===== src/rtl/mul_operand_sequencer.sv =====
// rtl/mul_operand_sequencer.sv - operand collect / product return sequencer for an external multiplier
//
// Ports:
//   clk, rst          clock and asynchronous active-high reset
//   abort             synchronous clear of the current transaction (highest priority)
//   in_valid/in_ready operand handshake; data_in carries A, then B
//   op_a, op_b        registered operands driven to the multiplier
//   product_in        combinational product from the multiplier, sampled at capture
//   out_valid/out_ready result handshake; out_data carries low half, then high half
//   out_last          marks the high-half beat
//   busy              high in every state except LOAD_A
module mul_operand_sequencer #(
    parameter int WIDTH       = 8,
    parameter int MUL_LATENCY = 1
) (
    input  logic                 clk,
    input  logic                 rst,
    input  logic                 abort,
    input  logic                 in_valid,
    output logic                 in_ready,
    input  logic [WIDTH-1:0]     data_in,
    output logic [WIDTH-1:0]     op_a,
    output logic [WIDTH-1:0]     op_b,
    input  logic [2*WIDTH-1:0]   product_in,
    output logic                 out_valid,
    input  logic                 out_ready,
    output logic [WIDTH-1:0]     out_data,
    output logic                 out_last,
    output logic                 busy
);

    // Latency is bounded to 1..15, so four bits always hold MUL_LATENCY-1.
    localparam int               CNT_W    = 4;
    localparam logic [CNT_W-1:0] CNT_LAST = CNT_W'(MUL_LATENCY - 1);

    typedef enum logic [2:0] {
        S_LOAD_A = 3'd0,
        S_LOAD_B = 3'd1,
        S_WAIT   = 3'd2,
        S_OUT_LO = 3'd3,
        S_OUT_HI = 3'd4
    } state_t;

    state_t               state;
    state_t               state_nxt;
    logic [CNT_W-1:0]     cnt;
    logic [2*WIDTH-1:0]   res;

    // State register
    always_ff @(posedge clk or posedge rst) begin
        if (rst) begin
            state <= S_LOAD_A;
        end else begin
            state <= state_nxt;
        end
    end

    // Next-state logic; abort overrides any handshake in the same cycle.
    always_comb begin
        state_nxt = state;
        if (abort) begin
            state_nxt = S_LOAD_A;
        end else begin
            case (state)
                S_LOAD_A: if (in_valid)        state_nxt = S_LOAD_B;
                S_LOAD_B: if (in_valid)        state_nxt = S_WAIT;
                S_WAIT:   if (cnt == CNT_LAST) state_nxt = S_OUT_LO;
                S_OUT_LO: if (out_ready)       state_nxt = S_OUT_HI;
                S_OUT_HI: if (out_ready)       state_nxt = S_LOAD_A;
                default:                       state_nxt = S_LOAD_A;
            endcase
        end
    end

    // Datapath registers. op_a/op_b survive abort so the multiplier inputs
    // stay stable; only the in-flight result and latency counter are dropped.
    always_ff @(posedge clk or posedge rst) begin
        if (rst) begin
            op_a <= '0;
            op_b <= '0;
            res  <= '0;
            cnt  <= '0;
        end else if (abort) begin
            res <= '0;
            cnt <= '0;
        end else begin
            case (state)
                S_LOAD_A: begin
                    if (in_valid) op_a <= data_in;
                end
                S_LOAD_B: begin
                    if (in_valid) begin
                        op_b <= data_in;
                        cnt  <= '0;
                    end
                end
                S_WAIT: begin
                    // Counter holds at its last value on the capture edge so it never wraps.
                    if (cnt == CNT_LAST) begin
                        res <= product_in;
                    end else begin
                        cnt <= cnt + 1'b1;
                    end
                end
                default: begin
                end
            endcase
        end
    end

    // Outputs decoded purely from registered state and result.
    always_comb begin
        in_ready  = 1'b0;
        out_valid = 1'b0;
        out_last  = 1'b0;
        out_data  = '0;
        busy      = 1'b1;
        case (state)
            S_LOAD_A: begin
                in_ready = 1'b1;
                busy     = 1'b0;
            end
            S_LOAD_B: begin
                in_ready = 1'b1;
            end
            S_OUT_LO: begin
                out_valid = 1'b1;
                out_data  = res[WIDTH-1:0];
            end
            S_OUT_HI: begin
                out_valid = 1'b1;
                out_last  = 1'b1;
                out_data  = res[2*WIDTH-1:WIDTH];
            end
            default: begin
            end
        endcase
    end

endmodule


===== config.mk =====
export PLATFORM = sky130hd
export DESIGN_NAME = mul_operand_sequencer
export DESIGN_NICKNAME = d
export VERILOG_FILES = /design/src/rtl/mul_operand_sequencer.sv
export SDC_FILE = /design/constraint.sdc
export NUM_CORES = 1
export LEC_CHECK = 0
export BUFFER_PORTS_ARGS = -buffer_cell sky130_fd_sc_hd__buf_2
export CAP_MARGIN = 15
export CORE_ASPECT_RATIO = 0.8
export CORE_UTILIZATION = 35
export DETAILED_ROUTE_END_ITERATION = 8
export PLACE_DENSITY = 0.7
export SYNTH_ARGS = -nofsm -noshare
export SYNTH_HDL_FRONTEND = slang
export SYNTH_SLANG_ARGS = --single-unit

===== constraint.sdc =====
create_clock -name clk -period 1.6 [get_ports clk]
set_input_delay 0.16 -clock clk [delete_from_list [all_inputs] [get_ports clk]]
set_output_delay 0.16 -clock clk [all_outputs]
set_load 0.005 [all_outputs]

**Yosys cells after proc, flatten, opt, wreduce, memory -nomap -nowiden**

Index checks and enable logic that the tools add are counted.

- Register bits: 39
- Input port bits: 29
- Output and inout port bits: 28
- Logic and storage cells: 48

- Add/subtract/negate cells: 1
- Equality and inequality tests: 10
- Muxes and demuxes: 19
- Bitwise operators: 1
- Reductions and logical operators: 12

Operators with widths:

| cell | number |
|---|---|
| 16-bit two-way mux | 3 |
| 3-bit two-way mux | 6 |
| 3-bit inequality test (second input constant) | 6 |
| 8-bit one-hot mux with 2 select lines | 1 |
| 3-bit one-hot mux with 5 select lines | 1 |
| 4-bit two-way mux | 3 |
| 3-bit AND reduction | 3 |
| 4-bit one-hot mux with 2 select lines | 1 |
| 3-bit by 2-bit == test with 1-bit output (second input constant) | 2 |
| 5-bit AND reduction | 1 |
| 4-bit by 1-bit adder with 4-bit output (second input constant) | 1 |
| 4-bit logical NOT | 1 |
| 1-bit two-way mux | 4 |
| 2-bit nonzero test | 2 |
| 2-bit OR reduction | 2 |
| 3-bit by 1-bit == test with 1-bit output (second input constant) | 1 |
| 3-bit == test (second input constant) | 1 |
| 3-bit logical NOT | 1 |
| 3-bit nonzero test | 1 |
| 2-bit AND reduction | 1 |
| 1-bit inverter | 1 |

**Depth between registers and ports, before layout**

- Depth in word-level cells: 4
- Mapped depth: 7
- Gate-level depth less buffers: 5

**Worst setup path before layout**

Ideal clock, no wire load.

- Path type: register to register
- Start: reg cnt[0]
- End: reg cnt[2]
- Setup time: 0.124 ns
- Arrival: 1.538 ns
- Data required time: 1.476 ns
- Path slack: -0.062 ns
- Stages on the path, launching flop included: 7
- Path buffers: 1
- Clock period less this slack: 1.662 ns
- Cells stage by stage: dfrtp_1 > inv_1 > ha_1 > or3b_1 > clkbuf_1 > and4b_1 > a211o_1

- Longest elaborated chain between the ends: 4
- Elaborated cells on any way between the ends: 7
- Those cells by class: 1 x add/sub; 1 x eq/ne; 3 x mux; 2 x reduce/logical

Ends and longest elaborated chain:

| what | line | text |
|---|---|---|
| start, declared | 46 | `logic [CNT_W-1:0] cnt;` |
| start signal, assigned | 102 | `cnt <= cnt + 1'b1;` |
| 4-bit by 1-bit adder with 4-bit output | 102 |  |
| 4-bit two-way mux | 99 | `if (cnt == CNT_LAST) begin` |
| 4-bit one-hot mux with 2 select lines | 87 | `case (state)` |
| 4-bit two-way mux | 83 | `end else if (abort) begin` |

Parallel ways exist; a longest one is shown, timed or not. The select of a mux whose other input is x is not followed.
A chain may end at the register's enable or synchronous reset.

**Final worst setup path**

- Start: reg state[0]
- End: out out_data[3]

- Longest elaborated chain between the ends: 2
- Elaborated cells on any way between the ends: 3
- Those cells by class: 2 x eq/ne; 1 x mux

Ends and longest elaborated chain:

| what | line | text |
|---|---|---|
| start, declared | 44 | `state_t state;` |
| start signal, assigned | 54 | `state <= state_nxt;` |
| 3-bit == test or 3-bit by 2-bit == test with 1-bit output (tied branches) | 118 | `case (state)` |
| 8-bit one-hot mux with 2 select lines (*) | 118 |  |
| end, declared | 27 | `output logic [WIDTH-1:0] out_data,` |

Mark *: on every way between the ends. The rest lies on a longest branch, timed or not.

==> qor.yml <==
status: "finished, violations left"
violations: "design-rule violations, negative setup slack"
pin_count: 57
htree_levels: 2
cp.required_ps: 1440
dpl.hpwl_mm: 3.15
rsz0062_at_grt: "yes"
worst_pin_slew_ps: 433
die-area_sq_um: 5710
crit_path_frequent_cell: "buf_6"
overflow: 0
grt_pass1_wl_mm: 7.80
synthCells: 166
power_density_nw_per_um2: 884
initial_core_util_pct: 37.2
finalCritPeriodShare_pct: 108
fillers: 421
reg2reg_slack_ps: -90
cts_tree: "yes"
wirelength_mm: 5.12
irDropWorstVdd_mv: 0.326
nets: 282
portBuffers: 56
ys.flop_type: "dfrtp_1"
place_congestion: 0.820
place_area_sq_um: 2340
hold_ws_ps: 112
viasPerCell: 5.22
grt_util_met3_pct: 4.40
syn-cell-area_sq_um: 1890
track_usage_pct: 17.7
synth_most_common_cell: "dfrtp_1"
synth_top_area_cell: "dfrtp_1"
antenna_found_initial: 0
design.core.area_sq_um: 5090
skew_ps: 5.25
clock_path_buffers: 2
use_met1_pct: 23.6
yosys_warnings: 0
syn_area_per_cell_sq_um: 11.4
critPathMaxFanout: 6
instances_no_fill: 314
fp.dieH_um: 67.8
arrival_ps: 1570
syn_nets: 197
drt_iter0_drc: 76
vias: 1640
dr.pass1.iters: 6
p_leak_uw: 0.00133
antenna_cells: 0
yosysSeqAreaShare_pct: 51.6
finalSetupViolCount: 32
stdcell_area_sq_um: 2810
grt_max_degree: 24
synth_edf_count: 0
synth_area_leaders: "dfrtp_1 52%, mux2_4 6.3%, mux2_2 4.8%"
maxSlewViolCount: 0
slowest_delay_ps: 430
period_minus_slack_ps: 1730
fmax_mhz: 577
placedCellCount: 292
clk_pin_slew_ps: 80
area_delta_synth_final_pct: 48.2
grt_use_met2_pct: 28.9
wl_per_cell_um: 16.3
drc_errors: 14
ys_seq_elements: 39
synth_commonest_cells: "39 x dfrtp_1, 17 x nand3_1, 16 x a21oi_1, 16 x o21ai_0, 9 x a22o_1"
cp_slowest_cell: "dfrtp_2"
insertion_delay_ps: 290
endpoint_kind: "output port"
synth_top_area_share_pct: 51.6
grt_pass1_vias: 1576
cts_root_buf: "clkbuf_8"
hold_class: "input pin to flip-flop"
cts_buffers: 5
busiest_layer: "met2"
setup_slack_ps: -132
final_antenna_net_count: 0
die_x_um: 84.2
async_flop_share_pct: 100
layout-drive-gt1-share_pct: 59.9
crit_chain: "buf_6 > nor3b_4 > buf_6 > a22o_1 > buf_2"
max-cap-violations: 0
ys_types: 39
relSlewSlack_pct: 71.1
rows: 23
hold_viol_final: 0
path_class: "flip-flop to output port"
clock-sinks: 39
start_kind: "flip-flop"
cells in the final DEF (no fill, tap or decap), drive strengths merged, types with 3 or more instances in the layout:
| master | count |
|---|---|
| clkbuf | 6 |
| nor3b | 3 |
| dfrtp | 39 |
| buf | 91 |
| a22o | 9 |
| mux2 | 16 |
| nand3 | 17 |
| inv | 3 |
| o21ai | 16 |
| a21oi | 16 |
worst paths after layout:
| path | cells past startpoint | start | to |
|---|---|---|---|
| setup / recovery | 5 | state[0]$_DFFE_PP0P_ | out_data[3] |
| hold / removal | 2 | data_in[2] | op_a[2]$_DFFE_PP0P_ |
| setup reg to reg | 5 | cnt[0]$_DFFE_PP0P_ | cnt[1]$_DFFE_PP0P_ |
| hold reg to reg | 1 | op_a[3]$_DFFE_PP0P_ | op_a[3]$_DFFE_PP0P_ |
| max in group asynchronous | 4 | rst | state[0]$_DFFE_PP0P_ |
| min in group asynchronous | 4 | rst | res[8]$_DFFE_PP0P_ |
worst max-delay path, delay by kind of cell (launching register included):
family | cells | cell delay [ps]
simple gates | 1 | 270
buf+inv | 3 | 440
compound gates | 1 | 150
flops | 1 | 430
per-layer routing:
layer	vias to the layer above	part of all wire [%]	wire length, um
met4	0	0.84	43
li1	781	-	-
met1	783	46	2360
met2	70	46	2370
met3	6	6.6	339
met5	-	0	0
where the power goes:
part           switching (uW)  internal [uW]
Combinational             255            365
Sequential               82.0           1130
Clock                     341            305
cell families after synthesis:
logic type,share of synthesized area [%]
AO/OA/AOI/OAI,15.6
XOR/XNOR,0.463
adder cells (fa/ha/maj),1.32
buffers and inverters,4.69
flip-flops,51.6
multiplexers,11.6
AND/OR/NAND/NOR,14.7
through the flow:
step	util, %	worst slack, ps	total power [uW]	setup TNS [ps]
2_1_floorplan	-	-40.1	1510	-77.6
3_5_place_dp	45.9	-135	1750	-621
5_1_grt	55.1	-178	2610	-3320
4_1_cts	50.8	-92.0	2430	-1460
3_3_place_gp	45.9	-73.2	1730	-210
6_report	55.1	-132	2480	-1760
final cells by class:
type	instances	area, sq um	area share [%]
Clock buffer	6	72.6	2.59
Clock inverter	2	12.5	0.446
Inverter	3	11.3	0.401
Multi-Input combinational cell	110	1000	35.7
Sequential cell	39	977	34.8
Tap cell	62	77.6	2.76
Timing Repair Buffer	92	654	23.3
flip-flops by register name (all words and copies together) (netlist names):
register / count
op_a: 8
res: 16
op_b: 8
cnt: 4
state: 3
what timing repair did:
item	4_1_cts	5_1_grt
pin swaps	13	37
hold buffers	1	0
gates cloned	1	2
setup buffers	7	3
endpoints found under the setup margin	25	46
gates resized for setup	40	48
hold endpoints to repair	39	0
No activity file was read; power rests on OpenSTA's default activity.
